### src/rtl/traffic_phase_sequencer_pkg.sv
// Shared types and light decoding for the traffic-light subsystem.
// Imported by traffic_phase_sequencer and phase_timer.
package traffic_pkg;

  localparam logic TRUE  = 1'b1;
  localparam logic FALSE = 1'b0;

  typedef enum logic [1:0] {
    RED    = 2'd0,
    YELLOW = 2'd1,
    GREEN  = 2'd2
  } light_t;

  typedef enum logic [2:0] {
    NS_GREEN  = 3'd0,
    NS_YELLOW = 3'd1,
    ALLRED_A  = 3'd2,
    EW_GREEN  = 3'd3,
    EW_YELLOW = 3'd4,
    ALLRED_B  = 3'd5
  } phase_t;

  // Main-road light for a given phase; anything outside the NS phases is red.
  function automatic light_t ns_light(input phase_t p);
    case (p)
      NS_GREEN:  return GREEN;
      NS_YELLOW: return YELLOW;
      default:   return RED;
    endcase
  endfunction

  // Side-road light for a given phase; anything outside the EW phases is red.
  function automatic light_t ew_light(input phase_t p);
    case (p)
      EW_GREEN:  return GREEN;
      EW_YELLOW: return YELLOW;
      default:   return RED;
    endcase
  endfunction

endpackage

### src/rtl/traffic_phase_sequencer_phase_timer.sv
// Saturating phase duration counter: synchronous clr restarts it, clear=0 resets it.
module phase_timer
  import traffic_pkg::*;
#(
  parameter int CW = 8
) (
  input  logic          clk,
  input  logic          clear,
  input  logic          clr,
  output logic [CW-1:0] cnt
);

  localparam logic [CW-1:0] CNT_MAX = {CW{1'b1}};
  localparam logic [CW-1:0] CNT_ONE = {{(CW-1){1'b0}}, 1'b1};

  // Count cycles spent in the current phase, holding at the top value.
  always_ff @(posedge clk or negedge clear) begin
    if (!clear) begin
      cnt <= {CW{1'b0}};
    end else if (clr == TRUE) begin
      cnt <= {CW{1'b0}};
    end else if (cnt != CNT_MAX) begin
      cnt <= cnt + CNT_ONE;
    end else begin
      cnt <= cnt;
    end
  end

endmodule

### src/rtl/traffic_phase_sequencer.sv
// Two-road intersection phase sequencer with registered light outputs.
// Optional pedestrian service is enabled with the PED_REQ_EN macro.
module traffic_phase_sequencer
  import traffic_pkg::*;
#(
  parameter int CW           = 8,
  parameter int MIN_GREEN    = 8,
  parameter int MAX_EW_GREEN = 16,
  parameter int YELLOW_TIME  = 3,
  parameter int ALLRED_TIME  = 2
) (
  input  logic       clk,
  input  logic       clear,
  input  logic       x,
`ifdef PED_REQ_EN
  input  logic       ped_req,
  output logic       ped_walk,
`endif
  output logic [1:0] NS,
  output logic [1:0] EW,
  output logic [2:0] phase
);

  // Counter values at which each timed phase has run its full length.
  localparam logic [CW-1:0] MIN_LAST    = CW'(MIN_GREEN - 1);
  localparam logic [CW-1:0] MAX_EW_LAST = CW'(MAX_EW_GREEN - 1);
  localparam logic [CW-1:0] YELLOW_LAST = CW'(YELLOW_TIME - 1);
  localparam logic [CW-1:0] ALLRED_LAST = CW'(ALLRED_TIME - 1);

  phase_t        state_r;
  phase_t        state_nxt_s;
  logic [CW-1:0] cnt_s;
  logic          clr_s;
  logic          ns_req_s;
  logic          ew_hold_s;

  phase_timer #(
    .CW(CW)
  ) u_timer (
    .clk  (clk),
    .clear(clear),
    .clr  (clr_s),
    .cnt  (cnt_s)
  );

`ifdef PED_REQ_EN
  logic ped_pend_r;
  logic serve_s;

  // Decide whether this EW green entry serves a pending pedestrian and how requests combine.
  always_comb begin
    serve_s = FALSE;
    if ((state_r == ALLRED_A) && (state_nxt_s == EW_GREEN) && (ped_pend_r == TRUE)) begin
      serve_s = TRUE;
    end else begin
      serve_s = FALSE;
    end
    ns_req_s  = x | ped_pend_r;
    ew_hold_s = ped_walk & ((cnt_s < MIN_LAST) ? TRUE : FALSE);
  end

  // Sticky pedestrian request and walk indication for the served EW green phase.
  always_ff @(posedge clk or negedge clear) begin
    if (!clear) begin
      ped_pend_r <= FALSE;
      ped_walk   <= FALSE;
    end else begin
      // A request arriving on the serving edge itself waits for the next round.
      ped_pend_r <= ped_req | (ped_pend_r & ~serve_s);
      if (state_nxt_s != EW_GREEN) begin
        ped_walk <= FALSE;
      end else if (serve_s == TRUE) begin
        ped_walk <= TRUE;
      end else begin
        ped_walk <= ped_walk;
      end
    end
  end
`else
  // Without pedestrian service only the car sensor requests EW, and EW green has no minimum.
  always_comb begin
    ns_req_s  = x;
    ew_hold_s = FALSE;
  end
`endif

  // Next-phase selection from the current phase, elapsed count and requests.
  always_comb begin
    state_nxt_s = state_r;
    case (state_r)
      NS_GREEN: begin
        if ((cnt_s >= MIN_LAST) && (ns_req_s == TRUE)) begin
          state_nxt_s = NS_YELLOW;
        end else begin
          state_nxt_s = NS_GREEN;
        end
      end
      NS_YELLOW: begin
        if (cnt_s == YELLOW_LAST) begin
          state_nxt_s = ALLRED_A;
        end else begin
          state_nxt_s = NS_YELLOW;
        end
      end
      ALLRED_A: begin
        if (cnt_s == ALLRED_LAST) begin
          state_nxt_s = EW_GREEN;
        end else begin
          state_nxt_s = ALLRED_A;
        end
      end
      EW_GREEN: begin
        if ((cnt_s == MAX_EW_LAST) || ((x == FALSE) && (ew_hold_s == FALSE))) begin
          state_nxt_s = EW_YELLOW;
        end else begin
          state_nxt_s = EW_GREEN;
        end
      end
      EW_YELLOW: begin
        if (cnt_s == YELLOW_LAST) begin
          state_nxt_s = ALLRED_B;
        end else begin
          state_nxt_s = EW_YELLOW;
        end
      end
      ALLRED_B: begin
        if (cnt_s == ALLRED_LAST) begin
          state_nxt_s = NS_GREEN;
        end else begin
          state_nxt_s = ALLRED_B;
        end
      end
      default: begin
        state_nxt_s = NS_GREEN;
      end
    endcase
  end

  // Any phase change, including recovery from an illegal encoding, restarts the timer.
  always_comb begin
    if (state_nxt_s != state_r) begin
      clr_s = TRUE;
    end else begin
      clr_s = FALSE;
    end
  end

  // Phase register with lights decoded from the next phase so they change on the same edge.
  always_ff @(posedge clk or negedge clear) begin
    if (!clear) begin
      state_r <= NS_GREEN;
      NS      <= GREEN;
      EW      <= RED;
      phase   <= 3'd0;
    end else begin
      state_r <= state_nxt_s;
      NS      <= ns_light(state_nxt_s);
      EW      <= ew_light(state_nxt_s);
      phase   <= state_nxt_s;
    end
  end

endmodule
### config.mk
export PLATFORM = sky130hd
export DESIGN_NAME = traffic_phase_sequencer
export DESIGN_NICKNAME = d
export VERILOG_FILES = /design/src/rtl/traffic_phase_sequencer_pkg.sv /design/src/rtl/traffic_phase_sequencer_phase_timer.sv /design/src/rtl/traffic_phase_sequencer.sv
export SDC_FILE = /design/constraint.sdc
export NUM_CORES = 1
export LEC_CHECK = 0
export BUFFER_PORTS_ARGS = -buffer_cell sky130_fd_sc_hd__buf_2
export CORE_MARGIN = 2
export CORE_UTILIZATION = 60
export DETAILED_ROUTE_END_ITERATION = 10
export GPL_ROUTABILITY_DRIVEN = 0
export PLACE_DENSITY = 0.86
export SLEW_MARGIN = 20
export SYNTH_ARGS = -nofsm -noshare
export SYNTH_HDL_FRONTEND = slang
export SYNTH_HIERARCHICAL = 1
export SYNTH_SLANG_ARGS = --single-unit
### constraint.sdc
create_clock -name clk -period 5.1 [get_ports clk]
set_input_delay 0.255 -clock clk [delete_from_list [all_inputs] [get_ports clk]]
set_output_delay 0.255 -clock clk [all_outputs]
set_load 0.01 [all_outputs]
# [Word level (Yosys, flattened, before mapping)]
# Cells that the tools add are included.
[word_totals] regBits=15 inputBits=3 output_inout_bits=7 word_cells=37
[op_classes] addsub=1 order_cmp=1 n_eq_ne=13 mux=12 n_bitwise=1 reduce_logical=5
[ops] op="case mux 3 bit (6 select lines)" n=1
[ops] op="two-way mux 8 bit" n=2
[ops] op="== test 3 x 2 -> 1 bit (second input constant)" n=3
[ops] op="== test 3 bit (second input constant)" n=3
[ops] op="adder 8 x 1 -> 8 bit (second input constant)" n=1
[ops] op="== test 8 x 1 -> 1 bit (second input constant)" n=1
[ops] op="== test 8 x 2 -> 1 bit (second input constant)" n=1
[ops] op="== test 8 x 4 -> 1 bit (second input constant)" n=1
[ops] op=">= comparator 8 x 3 -> 1 bit (second input constant)" n=1
[ops] op="!= test 8 bit (second input constant)" n=1
[ops] op="case mux 2 bit (2 select lines)" n=2
[ops] op="== test 3 x 1 -> 1 bit (second input constant)" n=2
[ops] op="logical NOT 3 bit" n=2
[ops] op="two-way mux 3 bit" n=2
[ops] op="two-way mux 1 bit" n=4
[ops] op="!= test 3 bit" n=1
[ops] op="two-way mux 2 bit" n=1
[ops] op="nonzero test 2 bit" n=1
[ops] op="logical AND 1 bit" n=1
[ops] op="logical OR 1 bit" n=1
[ops] op="NOT 1 bit" n=1

# [Depth between registers and ports, before layout]
# Gate-level depths: netlist of the first run.
[logic_depth] depth_word=7 depth_mapped=9 mapped_depth_nobuf=7

# [Hierarchy]
# The synthesis of the first run kept the hierarchy.
[by_module_without_submodules] module="traffic_phase_sequencer" n_inst=1 cells_each=54 area_each_um2=485.5 seq_area_each_um2=176.4
[by_module_without_submodules] module="phase_timer" n_inst=1 cells_each=41 area_each_um2=421.7 seq_area_each_um2=200.2

# [Worst setup path before layout of the first run]
# OpenSTA, ideal clock, no wires.
[synth_timing] path_type="flip-flop to flip-flop" startpoint="register u_timer.cnt[4]" endpoint="register u_timer.cnt[2]" setup_ps=82 arrival_time_ps=2142 required_ps=5018 path_slack_ps=2876 path_stages_with_launch=9 n_path_buf=1 synth_period_minus_slack_ps=2224 path_cell_list="dfrtp_1 -> or4_4 -> o311ai_2 -> o21ai_2 -> nor4_1 -> o21ai_1 -> buf_1 -> o21bai_1 -> a31oi_1"
[synth_between] elab_chain_cells=7 word_cells_on_any_way=18 classes_between="order compare (1); eq/ne (5); mux (9); reduce/logical (3)"
[synth_rtl] element="start: declaration" line_no="traffic_phase_sequencer_phase_timer.sv:10" text="output logic [CW-1:0] cnt"
[synth_rtl] element="start signal: assignment" line_no="traffic_phase_sequencer_phase_timer.sv:19" text="cnt <= {CW{1'b0}};"
[synth_rtl] element="start signal: assignment" line_no="traffic_phase_sequencer_phase_timer.sv:21" text="cnt <= {CW{1'b0}};"
[synth_rtl] element="start signal: assignment" line_no="traffic_phase_sequencer_phase_timer.sv:23" text="cnt <= cnt + CNT_ONE;"
[synth_rtl] element=">= comparator 8 x 3 -> 1 bit / == test 8 x 4 -> 1 bit (equally long branches)" line_no="traffic_phase_sequencer.sv:92, traffic_phase_sequencer.sv:113"
[synth_rtl] element="logical AND 1 bit / logical OR 1 bit (equally long branches)" line_no="traffic_phase_sequencer.sv:92, traffic_phase_sequencer.sv:113"
[synth_rtl] element="two-way mux 1 bit / two-way mux 3 bit (equally long branches)" line_no="traffic_phase_sequencer.sv:92, traffic_phase_sequencer.sv:113"
[synth_rtl] element="case mux 3 bit (6 select lines) *" line_no="traffic_phase_sequencer.sv:90" text="case (state_r)"
[synth_rtl] element="!= test 3 bit *" line_no="traffic_phase_sequencer.sv:141" text="if (state_nxt_s != state_r) begin"
[synth_rtl] element="two-way mux 1 bit *" line_no="traffic_phase_sequencer.sv:141"
[synth_rtl] element="net clr_s" line_no="traffic_phase_sequencer.sv:33" text="logic clr_s;"
[synth_rtl] element="two-way mux 8 bit / nonzero test 2 bit (equally long branches)"
# The timed path passes the listed nets; every way through them passes the cells marked *.
# A chain may end at the register's enable or synchronous reset.

# [Worst setup path after layout of the first run]
# Ends and elaborated chain as after synthesis.

==> impl_results.md, run 1 <==
* Status: completed
* DR iter-0 viols at 37
* WHS Endpoint: NS[0]
* P_leak at ~0.43 nW
* Final setup viols at 0
* Hold path startpoint: x
* YS warnings at 6
* Largest area contributor in the netlist: dfrtp_1
* # fillers at between 100 and 150
* Vias at around 830
* GRT Residual Overflow at 0
* Clk_skew at approximately 0.0026 ns
* Pre-CTS setup slack at 2.71 ns
* Core Rows at 14
* Hold slack at around 0.29 ns
* DP Area at 965 um2
* Clk buf depth at 2
* Initial antenna violation count at 0
* Final worst slack at 2.69 ns
* CTS Root Cell: clkbuf_4
* Fmax at roughly 0.41 GHz
* Async S/R FF share, synth at 1.00
* Fin. max-slew vios at 0
* Post-CTS Setup Repair Bufs at 0
* CTS tree: built
* Detail-routed via count per cell at ~6.8
* Top FF cell, synth: dfrtp_1
* R2R Setup Slk at about 2.7 ns
* Net Count, Synth at between 90 and 100
* Post-route design area at about 0.0010 mm2
* HP Class: input port to flop
* TNS Setup at 0 ns
* Cells on worst reg2reg path at 7
* Largest cells by area after synthesis: dfrtp_1, a21oi_1, a31oi_1
* # IOs at 10
* Worst EP arrival at roughly 2.6 ns
* Final worst path period need at 2.41 ns
* Port Buf Inserts at 9
* Overall Power at between 500 and 600 uW
* Final wirelength at between 1.5 and 2 mm
* Post-route insts no fill at ~120
* Fin util at 0.689
* Initial core utilization at 0.624
* Layout cells sized above 1 at 0.224
* First-pass GRT wire length at between 3 and 4 mm
* DIE AREA at roughly 0.0018 mm2
* Antenna viol nets, final at 0
* CTS buffer count at 3
* CTS resizes at 0
* GRT Total Usage at 0.251
* CP max FO at 8
* PwrDens at roughly 530 mW/mm2
* Sink Count at 15
* Later-pin clock latency in the skew report at about 0.27 ns
* DRC at 0
* CTS H-tree lvls at 1
* Final period utilization at 0.473
* Total core area at roughly 0.0015 mm2
* Synthesis-to-layout area growth at 10.5%
* Max Cap Viol at 0
* Cell area after synthesis at a little over 900 um2
* Peak VDD IR at between 200 and 300 uV
* # diodes at 0
* Number of flops mapped to enable cells by yosys at 0
* Largest net degree at the start of global routing at 16
* FF-to-FF End: u_timer/cnt[2]
* Vias in the first global route at approximately 750
* Hold path depth at 3
* Final hold viol count at 0
* Per-cell routed wire length at ~16 um
* Cells after DPL at roughly 120
* Critical path endpoint category: flop
* Syn Inst Count at between 90 and 100
* Critical path type: flop to flop
* Die Wd at 42.9 um
* RSZ-0062 raised after global routing: false
* Die height at 42.9 um
* Syn_area_per_cell at around 9.5 um2
* Register area share after synthesis at 0.415
* Fin nets at ~110
* Dpl hpwl at between 1 and 1.5 mm
* Reg-to-Reg Start: u_timer/cnt[4]
* Yosys cell types at 41
* #FFs+latches synth at 15
* Startpoint types: flop
* Post-synth top area share at 0.386
* DRT Pass-1 Iters at 4
* CTS clk-pin slew, worst paths at about 0.090 ns
* Worst-Margin Slew at ~0.59 ns
* Crit path required time at roughly 5.3 ns
* Worst relative slew slack at 0.600
## timing repair
action                     in CTS  in global routing
hold endpoints to repair       14                  0
setup endpoints to repair       0                  0
hold buffers                    1                  0
## synth_stat cells, types with 2 or more instances
cell type,n
nand2b_1,2
o2bb2ai_1,2
inv_1,3
nor3_1,4
and3_1,3
a41oi_1,2
or3_1,2
a31oi_1,5
nor2b_1,4
nand2_1,6
o21ai_0,3
a211oi_1,3
and4_2,3
nor3b_1,2
dfrtp_1,14
a21oi_1,7
nor2_1,3
nand3_1,4
## kinds of logic after synthesis
family                   after synthesis  synth area share
AND/OR/NAND/NOR                       44             0.313
AO/OA/AOI/OAI                         30             0.237
flip-flops                            15             0.415
buffers and inverters                  5            0.0207
adder cells (fa/ha/maj)                1            0.0138
## placed cells by master, fill, tap and decap left out, types with 2 or more instances in the layout
cell / count
nand2_1: 6
a211oi_1: 3
nand2b_1: 2
nor2b_1: 4
inv_1: 3
o2bb2ai_1: 2
and4_2: 3
dfrtp_1: 14
clkbuf_4: 3
and3_1: 3
nor3b_1: 2
nand3_1: 4
a41oi_1: 2
nor2_1: 3
buf_2: 9
a21oi_1: 7
or3_1: 2
nor3_1: 4
a31oi_1: 5
o21ai_0: 3
## routing by layer
layer	vias up	wire length, um	global-route usage
met5	-	0	0
met4	0	9	0.0750
met3	2	133	0.0383
met2	41	974	0.406
met1	391	852	0.345
li1	400	-	-
## report_power, final
group          internal, mW  leakage, nW  switching [mW]
clock network        0.0290       0.0177          0.0366
registers             0.158        0.199          0.0715
logic                 0.104        0.214           0.128
total                 0.291        0.431           0.236
## worst max-delay path, cell delays in order, from the launching register on
cell	delay [ns]
dfrtp_1	0.47
or4_4	0.59
o311ai_2	0.30
o21ai_2	0.12
nor4_1	0.26
o21ai_1	0.22
o21bai_1	0.23
a31oi_1	0.15
## worst max path at each step
stage               slack, ns  depth (start not counted)        endpoint      startpoint
CTS                      2.68                          7  u_timer/cnt[2]  u_timer/cnt[4]
global route             2.44                          7  u_timer/cnt[2]  u_timer/cnt[4]
floorplan                2.88                          8  u_timer/cnt[2]  u_timer/cnt[4]
finish                   2.69                          7  u_timer/cnt[2]  u_timer/cnt[4]
detailed placement       2.71                          7  u_timer/cnt[2]  u_timer/cnt[4]
global placement         2.75                          7  u_timer/cnt[2]  u_timer/cnt[4]
## registers in the layout, summed over array words and instances (netlist names)
| name | cells |
|---|---|
| NS | 2 |
| state_r | 3 |
| u_timer/cnt | 8 |
| EW | 2 |
## area by class of cell
| type | count | area, um2 | area share |
|---|---|---|---|
| multi-input cells | 75 | 512 | 0.511 |
| flip-flops and latches | 15 | 377 | 0.376 |
| repair buffers | 10 | 55.1 | 0.0549 |
| clock buffers | 3 | 22.5 | 0.0225 |
| well taps | 16 | 20.0 | 0.0200 |
| inverters | 3 | 11.3 | 0.0112 |
| clock inverters | 1 | 5.00 | 0.00499 |
No activity file was read; power rests on OpenSTA's default activity.
==> run 2, diff against run 1 <==
--- a/config.mk
+++ b/config.mk
@@ -6,11 +6,12 @@
 export NUM_CORES = 1
 export LEC_CHECK = 0
 export BUFFER_PORTS_ARGS = -buffer_cell sky130_fd_sc_hd__buf_2
+export CORE_ASPECT_RATIO = 1.2
 export CORE_MARGIN = 2
-export CORE_UTILIZATION = 60
+export CORE_UTILIZATION = 50
 export DETAILED_ROUTE_END_ITERATION = 10
 export GPL_ROUTABILITY_DRIVEN = 0
-export PLACE_DENSITY = 0.86
+export PLACE_DENSITY = 0.77
 export SLEW_MARGIN = 20
 export SYNTH_ARGS = -nofsm -noshare
 export SYNTH_HDL_FRONTEND = slang
==> constraint.sdc (replaced) <==
create_clock -name clk -period 2 [get_ports clk]
set_input_delay 0.1 -clock clk [delete_from_list [all_inputs] [get_ports clk]]
set_output_delay 0.1 -clock clk [all_outputs]
set_load 0.01 [all_outputs]
==> run 2 against run 1 <==
The run now ends with setup timing left. First-iteration DRC count shrank 27%. Sequential share of layout area shrank 6.9 points. Via count grew 6.5%. Fmax grew 14%. Clock skew grew 0.0010 ns. Register-to-register slack lost 2.8 ns. Utilization grew 5.2 points. Final cell count grew 17%. Clock power grew to 2.7 times the previous value. Routed wire length grew 14%. Design area grew 23%. Largest cell class unchanged.
==> impl_results.md, run 2 (synthesis results as in run 1) <==
* Status: finished with violations (was completed)
* Violated checks: setup timing
* Fin nets at 131 (was 112)
* Cells on worst reg2reg path at 7 (unchanged)
* Vias at 888 (was 834)
* Worst-Margin Slew at 0.373 ns (was 0.595 ns)
* DRT Pass-1 Iters at 4 (unchanged)
* R2R Setup Slk at -0.12 ns (was 2.69 ns)
* RSZ-0062 raised after global routing: true (was false)
* CTS tree: built (unchanged)
* CTS H-tree lvls at 1 (unchanged)
* WHS Endpoint: state_r[2] (was NS[0])
* Max reg flops at 8 (unchanged)
* GRT Residual Overflow at 0 (unchanged)
* Largest net degree at the start of global routing at 16 (unchanged)
* Final hold viol count at 0 (unchanged)
* Sink Count at 15 (unchanged)
* Final worst slack at -0.117 ns (was 2.69 ns)
* Post-route insts no fill at 144 (was 123)
* Final worst path period need at 2.12 ns (was 2.41 ns)
* FF-to-FF End: u_timer/cnt[7] (was u_timer/cnt[2])
* Worst relative slew slack at 0.751 (was 0.600)
* Reg-to-Reg Start: u_timer/cnt[5] (was u_timer/cnt[4])
* DRC at 0 (unchanged)
* GRT Total Usage at 0.239 (was 0.251)
* Die Wd at 42.9 um (unchanged)
* Overall Power at 1.74 mW (was 527 uW)
* Critical path endpoint category: flop (unchanged)
* Most flops, register: u_timer/cnt (unchanged)
* Layout cells sized above 1 at 0.452 (was 0.224)
* Crit path required time at 2.19 ns (was 5.30 ns)
* Final wirelength at 2.24 mm (was 1.97 mm)
* Startpoint types: flop (unchanged)
* Die height at 50.7 um (was 42.9 um)
* Hold path startpoint: x (unchanged)
* Max Cap Viol at 0 (unchanged)
* Per-cell routed wire length at 15.5 um (was 16.0 um)
* # diodes at 0 (unchanged)
* P_leak at 0.539 nW (was 0.431 nW)
* Vias in the first global route at 919 (was 754)
* Core Rows at 16 (was 14)
* First-pass GRT wire length at 3.95 mm (was 3.45 mm)
* Commonest non-fill, non-tap cell in the layout: buf_4 (was dfrtp_1)
* PwrDens at 1410 mW/mm2 (was 526 mW/mm2)
* Most frequent cells in the layout: buf_4, dfrtp_1, buf_2 (was dfrtp_1, buf_2, a21oi_1)
* Later-pin clock latency in the skew report at 0.28 ns (was 0.27 ns)
* Fmax at 0.472 GHz (was 0.414 GHz)
* CTS Root Cell: clkbuf_4 (unchanged)
* Antenna viol nets, final at 0 (unchanged)
* DR iter-0 viols at 27 (was 37)
* Port Buf Inserts at 9 (unchanged)
* Initial core utilization at 0.546 (was 0.624)
* Pre-CTS setup slack at -0.185 ns (was 2.71 ns)
* Clk_skew at 0.00360 ns (was 0.00259 ns)
* TNS Setup at -0.581 ns (was 0 ns)
* Worst EP arrival at 2.31 ns (was 2.61 ns)
* Total core area at 0.00166 mm2 (was 0.00145 mm2)
* CTS buffer count at 3 (unchanged)
* CP max FO at 4 (was 8)
* Peak VDD IR at 769 uV (was 283 uV)
* Hold path depth at 4 (was 3)
* DIE AREA at 0.00217 mm2 (was 0.00184 mm2)
* Initial antenna violation count at 0 (unchanged)
* HP Class: input port to flop (unchanged)
* Final period utilization at 1.06 (was 0.473)
* Final setup viols at 7 (was 0)
* Regs by FF count: u_timer/cnt: 8 flops, state_r: 3 flops (unchanged)
* Dpl hpwl at 1.58 mm (was 1.38 mm)
* Fin. max-slew vios at 0 (unchanged)
* Clk buf depth at 2 (unchanged)
* Synthesis-to-layout area growth at 35.7% (was 10.5%)
* CTS clk-pin slew, worst paths at 0.10 ns (was 0.09 ns)
* Detail-routed via count per cell at 6.17 (was 6.78)
* Cells after DPL at 137 (was 118)
* Critical path type: flop to flop (unchanged)
* # IOs at 10 (unchanged)
[run 2: cell count changes in the layout (fill, tap and decap cells not counted), moves of 2 or more]
cell / previous run / this run
a211oi_2: 0 / 3
nor3_2: 0 / 2
a211oi_1: 3 / 0
nor3_1: 4 / 2
buf_4: 0 / 19
[run 2: how the worst max path moves through the flow]
| stage | from | endpoint | cells after the start |
|---|---|---|---|
| 6_report | u_timer/cnt[5] | u_timer/cnt[7] | 7 |
| 5_1_grt | u_timer/cnt[5] | u_timer/cnt[7] | 7 |
| 4_1_cts | u_timer/cnt[5] | u_timer/cnt[7] | 7 |
| 3_5_place_dp | u_timer/cnt[5] | u_timer/cnt[5] | 7 |
| 3_3_place_gp | u_timer/cnt[5] | u_timer/cnt[5] | 7 |
| 2_1_floorplan | u_timer/cnt[6] | u_timer/cnt[2] | 8 |
[run 2: where the power goes]
group          internal [mW]  leakage [nW]  switching [mW]
sequential             0.403         0.198           0.132
combinational          0.523         0.324           0.508
clock                 0.0742        0.0177           0.101
[run 2: routing by layer]
layer / wire, um / vias up / part of all wire / global-route usage
met5: 0 / - / 0 / 0
met4: 9 / 0 / 0.0040 / 0.0781
met3: 83 / 2 / 0.037 / 0.0504
met2: 1160 / 26 / 0.52 / 0.422
met1: 981 / 424 / 0.44 / 0.282
li1: - / 436 / - / -
[run 2: repair_timing]
| action | in CTS | in global routing |
|---|---|---|
| hold buffers | 1 | 0 |
| gates resized for setup | 7 | 7 |
| setup endpoints to repair | 8 | 11 |
| setup buffers | 2 | 0 |
| pin swaps | 2 | 2 |
| hold endpoints to repair | 15 | 0 |
[run 2: cell type report]
cell class	instances	area (um2)
fill	124	430
tap	18	22.5
multi-input combinational	75	594
inverter	3	11.3
clock buffer	3	22.5
sequential	15	378
clock inverter	1	5.00
timing repair buffer	29	198
[run 2: worst max-delay path, stage by stage, from the launching register on]
cell and delay [ns]:
dfrtp_2 0.42, or4_4 0.56, o31ai_2 0.18, a31oi_1 0.15
nor4_2 0.26, o21ai_2 0.12, buf_4 0.16, a311oi_2 0.18
[run 2: per-stage QoR]
| stage | cell area (um2) | utilization | hold slack, ns |
|---|---|---|---|
| floorplan | 910 | - | -0.196 |
| global placement | 1100 | 0.660 | 0.00990 |
| detailed placement | 1100 | 0.660 | 0.0163 |
| CTS | 1180 | 0.712 | 0.226 |
| global route | 1230 | 0.741 | 0.240 |
| finish | 1230 | 0.741 | 0.227 |
==> run 3, diff against run 2 <==
--- a/config.mk
+++ b/config.mk
@@ -5,13 +5,14 @@
 export SDC_FILE = /design/constraint.sdc
 export NUM_CORES = 1
 export LEC_CHECK = 0
+export ABC_AREA = 1
 export BUFFER_PORTS_ARGS = -buffer_cell sky130_fd_sc_hd__buf_2
 export CORE_ASPECT_RATIO = 1.2
 export CORE_MARGIN = 2
-export CORE_UTILIZATION = 50
+export CORE_UTILIZATION = 51
 export DETAILED_ROUTE_END_ITERATION = 10
 export GPL_ROUTABILITY_DRIVEN = 0
-export PLACE_DENSITY = 0.77
+export PLACE_DENSITY = 0.78
 export SLEW_MARGIN = 20
 export SYNTH_ARGS = -nofsm -noshare
 export SYNTH_HDL_FRONTEND = slang
==> run 3 against run 2 <==
The flow now finishes without violations. Routed wire length fell by 13%. Register-to-register slack improved by 0.29 ns. Clock skew fell by 0.0024 ns. Setup slack improved by 0.29 ns. Critical path depth rose by 4. Via count fell by 0.23%. Count of clock-buffer cells in the layout did not move. Clock power barely moved. Design area fell by 11%. Flip-flop and latch count did not move. Critical path type unchanged. Critical endpoint is now u_timer/cnt[2]. Largest power group unchanged.
==> impl_results.md, run 3 <==
* Overall Power at 1.36 mW (was 1.74 mW)
* Pre-CTS setup slack at 0.0684 ns (was -0.185 ns)
* Sink Count at 15 (unchanged)
* DRC at 0 (unchanged)
* Top FF cell, synth: dfrtp_1 (unchanged)
* Syn Inst Count at 137 (was 95)
* Storage element area at 383 um2 (was 378 um2)
* P_leak at 0.599 nW (was 0.539 nW)
* Most frequent cells in the layout: nand2_1, inv_1, nor2_1 (was buf_4, dfrtp_1, buf_2)
* Antenna viol nets, final at 0 (unchanged)
* Initial core utilization at 0.532 (was 0.546)
* CP Launch Point: u_timer/cnt[7] (was u_timer/cnt[5])
* Port Buf Inserts at 9 (unchanged)
* Most flops, register: u_timer/cnt (unchanged)
* CTS buffer count at 3 (unchanged)
* CTS clk-pin slew, worst paths at 0.09 ns (was 0.10 ns)
* Regs by FF count: u_timer/cnt: 8 flops, state_r: 3 flops (unchanged)
* Final wirelength at 1.94 mm (was 2.24 mm)
* Max reg flops at 8 (unchanged)
* PwrDens at 1240 mW/mm2 (was 1410 mW/mm2)
* Max Cap Viol at 0 (unchanged)
* Largest net degree at the start of global routing at 16 (unchanged)
* Final setup viols at 0 (was 7)
* # IOs at 10 (unchanged)
* Cell area after synthesis at 950 um2 (was 907 um2)
* Fin. max-slew vios at 0 (unchanged)
* FF-to-FF End: u_timer/cnt[2] (was u_timer/cnt[7])
* Number of flops mapped to enable cells by yosys at 0 (unchanged)
* Critical path type: flop to flop (unchanged)
* Final period utilization at 0.914 (was 1.06)
* Reg-to-Reg Start: u_timer/cnt[7] (was u_timer/cnt[5])
* HP Class: input port to flop (unchanged)
* DR iter-0 viols at 17 (was 27)
* Async S/R FF share, synth at 1.00 (unchanged)
* Core Rows at 17 (was 16)
* Vias in the first global route at 814 (was 919)
* Top cells by count, synth: nand2_1, inv_1, nor2_1 (was dfrtp_1, a21oi_1, nand2_1)
* Largest cells by area after synthesis: dfrtp_1, nand2_1, inv_1 (was dfrtp_1, a21oi_1, a31oi_1)
* Clk_skew at 0.00123 ns (was 0.00360 ns)
* Critical path endpoint category: flop (unchanged)
* Final worst slack at 0.172 ns (was -0.117 ns)
* CTS tree: built (unchanged)
* # diodes at 0 (unchanged)
* CTS Root Cell: clkbuf_4 (unchanged)
* Worst-Margin Slew at 0.361 ns (was 0.373 ns)
* Fmax at 0.547 GHz (was 0.472 GHz)
* Post-synth top area share at 0.369 (was 0.386)
* # fillers at 175 (was 124)
* Yosys cell types at 23 (was 41)
* Initial antenna violation count at 0 (unchanged)
* Synthesis-to-layout area growth at 15.4% (was 35.7%)
* Later-pin clock latency in the skew report at 0.28 ns (about the same)
* Startpoint types: flop (unchanged)
* #FFs+latches synth at 15 (unchanged)
* R2R Setup Slk at 0.17 ns (was -0.12 ns)
* Hold path depth at 3 (was 4)
* Layout cells sized above 1 at 0.279 (was 0.452)
* Worst relative slew slack at 0.757 (was 0.751)
* Cells on worst reg2reg path at 11 (was 7)
* Commonest non-fill, non-tap cell in the layout: nand2_1 (was buf_4)
* GRT Residual Overflow at 0 (unchanged)
* Per-cell routed wire length at 11.2 um (was 15.5 um)
* Status: completed (was finished with violations)
* Largest area contributor in the netlist: dfrtp_1 (unchanged)
* Clk buf depth at 2 (unchanged)
* Die Wd at 43.4 um (was 42.9 um)
* Net Count, Synth at 141 (was 99)
* WHS Endpoint: EW[1] (was state_r[2])
* Final worst path period need at 1.83 ns (was 2.12 ns)
* Total core area at 0.00179 mm2 (was 0.00166 mm2)
* Die height at 51.3 um (was 50.7 um)
* GRT Total Usage at 0.196 (was 0.239)
* Fin nets at 159 (was 131)
* Register area share after synthesis at 0.397 (was 0.415)
* Vias at 886 (was 888)
* CTS H-tree lvls at 1 (unchanged)
* Dpl hpwl at 1.49 mm (was 1.58 mm)
* CP max FO at 8 (was 4)
* Peak VDD IR at 700 uV (was 769 uV)
* Final hold viol count at 0 (unchanged)
* Count leader, synth: nand2_1 (was dfrtp_1)
* Detail-routed via count per cell at 5.12 (was 6.17)
* Worst EP arrival at 2.04 ns (was 2.31 ns)
* Area of the multi-input gates at 502 um2 (was 594 um2)
* Crit path required time at 2.21 ns (was 2.19 ns)
* DIE AREA at 0.00222 mm2 (was 0.00217 mm2)
* TNS Setup at 0 ns (was -0.581 ns)
* YS warnings at 6 (unchanged)
* DRT Pass-1 Iters at 4 (unchanged)
* Syn_area_per_cell at 6.93 um2 (was 9.55 um2)
* Hold path startpoint: x (unchanged)
* First-pass GRT wire length at 3.19 mm (was 3.95 mm)
==> run 3: cell types whose count changed after synthesis, moves of 5 or more <==
cell	before	now
a21oi_1	7	1
a31oi_1	5	0
inv_1	3	19
nand2_1	6	45
nand3_1	4	11
nor2_1	3	18
==> run 3: cell families after synthesis <==
family                   count (synthesis)  synth area share
AO/OA/AOI/OAI                           10            0.0725
adder cells (fa/ha/maj)                  1            0.0132
buffers and inverters                   22            0.0870
flip-flops                              15             0.397
AND/OR/NAND/NOR                         89             0.431
==> run 3: layout make-up <==
class                      instances  share of cell area
inverter                          22              0.0753
sequential                        15               0.349
clock inverter                     1             0.00457
timing repair buffer              13              0.0708
tap                               19              0.0217
multi-input combinational        100               0.458
clock buffer                       3              0.0205
==> run 3: metal layers <==
metal / vias to the layer above / part of all wire / track usage
li1: 463 / - / -
met1: 401 / 0.41 / 0.212
met3: 2 / 0.037 / 0.0247
met5: - / 0 / 0
met4: 0 / 0.012 / 0.136
met2: 20 / 0.54 / 0.346
==> run 3: timing repair <==
item / in CTS / in global routing
hold buffers: 1 / 0
setup buffers: 0 / 3
setup endpoints to repair: 0 / 8
hold endpoints to repair: 15 / 0
gates resized for setup: 0 / 10
==> run 3: worst max path at each step <==
stage	endpoint	slack [ns]
after floorplan	u_timer/cnt[2]	0.34
after global placement	u_timer/cnt[2]	0.11
after detailed placement	u_timer/cnt[2]	0.07
after CTS	u_timer/cnt[2]	0.03
after global routing	u_timer/cnt[2]	-0.005
final	u_timer/cnt[2]	0.17
==> run 3: worst max-delay path: stages, from the launching register on <==
cell and delay [ns]:
dfrtp_1 0.42, nor2_2 0.16, nand2_1 0.10, o21ai_2 0.15
nand2_1 0.08, nor2_2 0.16, nand2_2 0.09, nand2_1 0.06
nand3_1 0.10, inv_2 0.16, nand3_4 0.13, a21oi_2 0.14
==> run 3: per-stage QoR <==
stage / utilization / cells / hold WS, ns / cell area [um2]
6_report: 0.613 / 173 / 0.122 / 1100
3_5_place_dp: 0.570 / 165 / 0.0195 / 1020
5_1_grt: 0.613 / 173 / 0.122 / 1100
3_3_place_gp: 0.570 / 165 / 0.0208 / 1020
2_1_floorplan: - / 137 / -0.196 / 950
4_1_cts: 0.591 / 170 / 0.108 / 1060
==> run 3: report_power, final <==
part	internal [mW]	switching [mW]	total, mW
Clock	0.0742	0.0987	0.173
Sequential	0.407	0.0836	0.490
Combinational	0.245	0.450	0.696
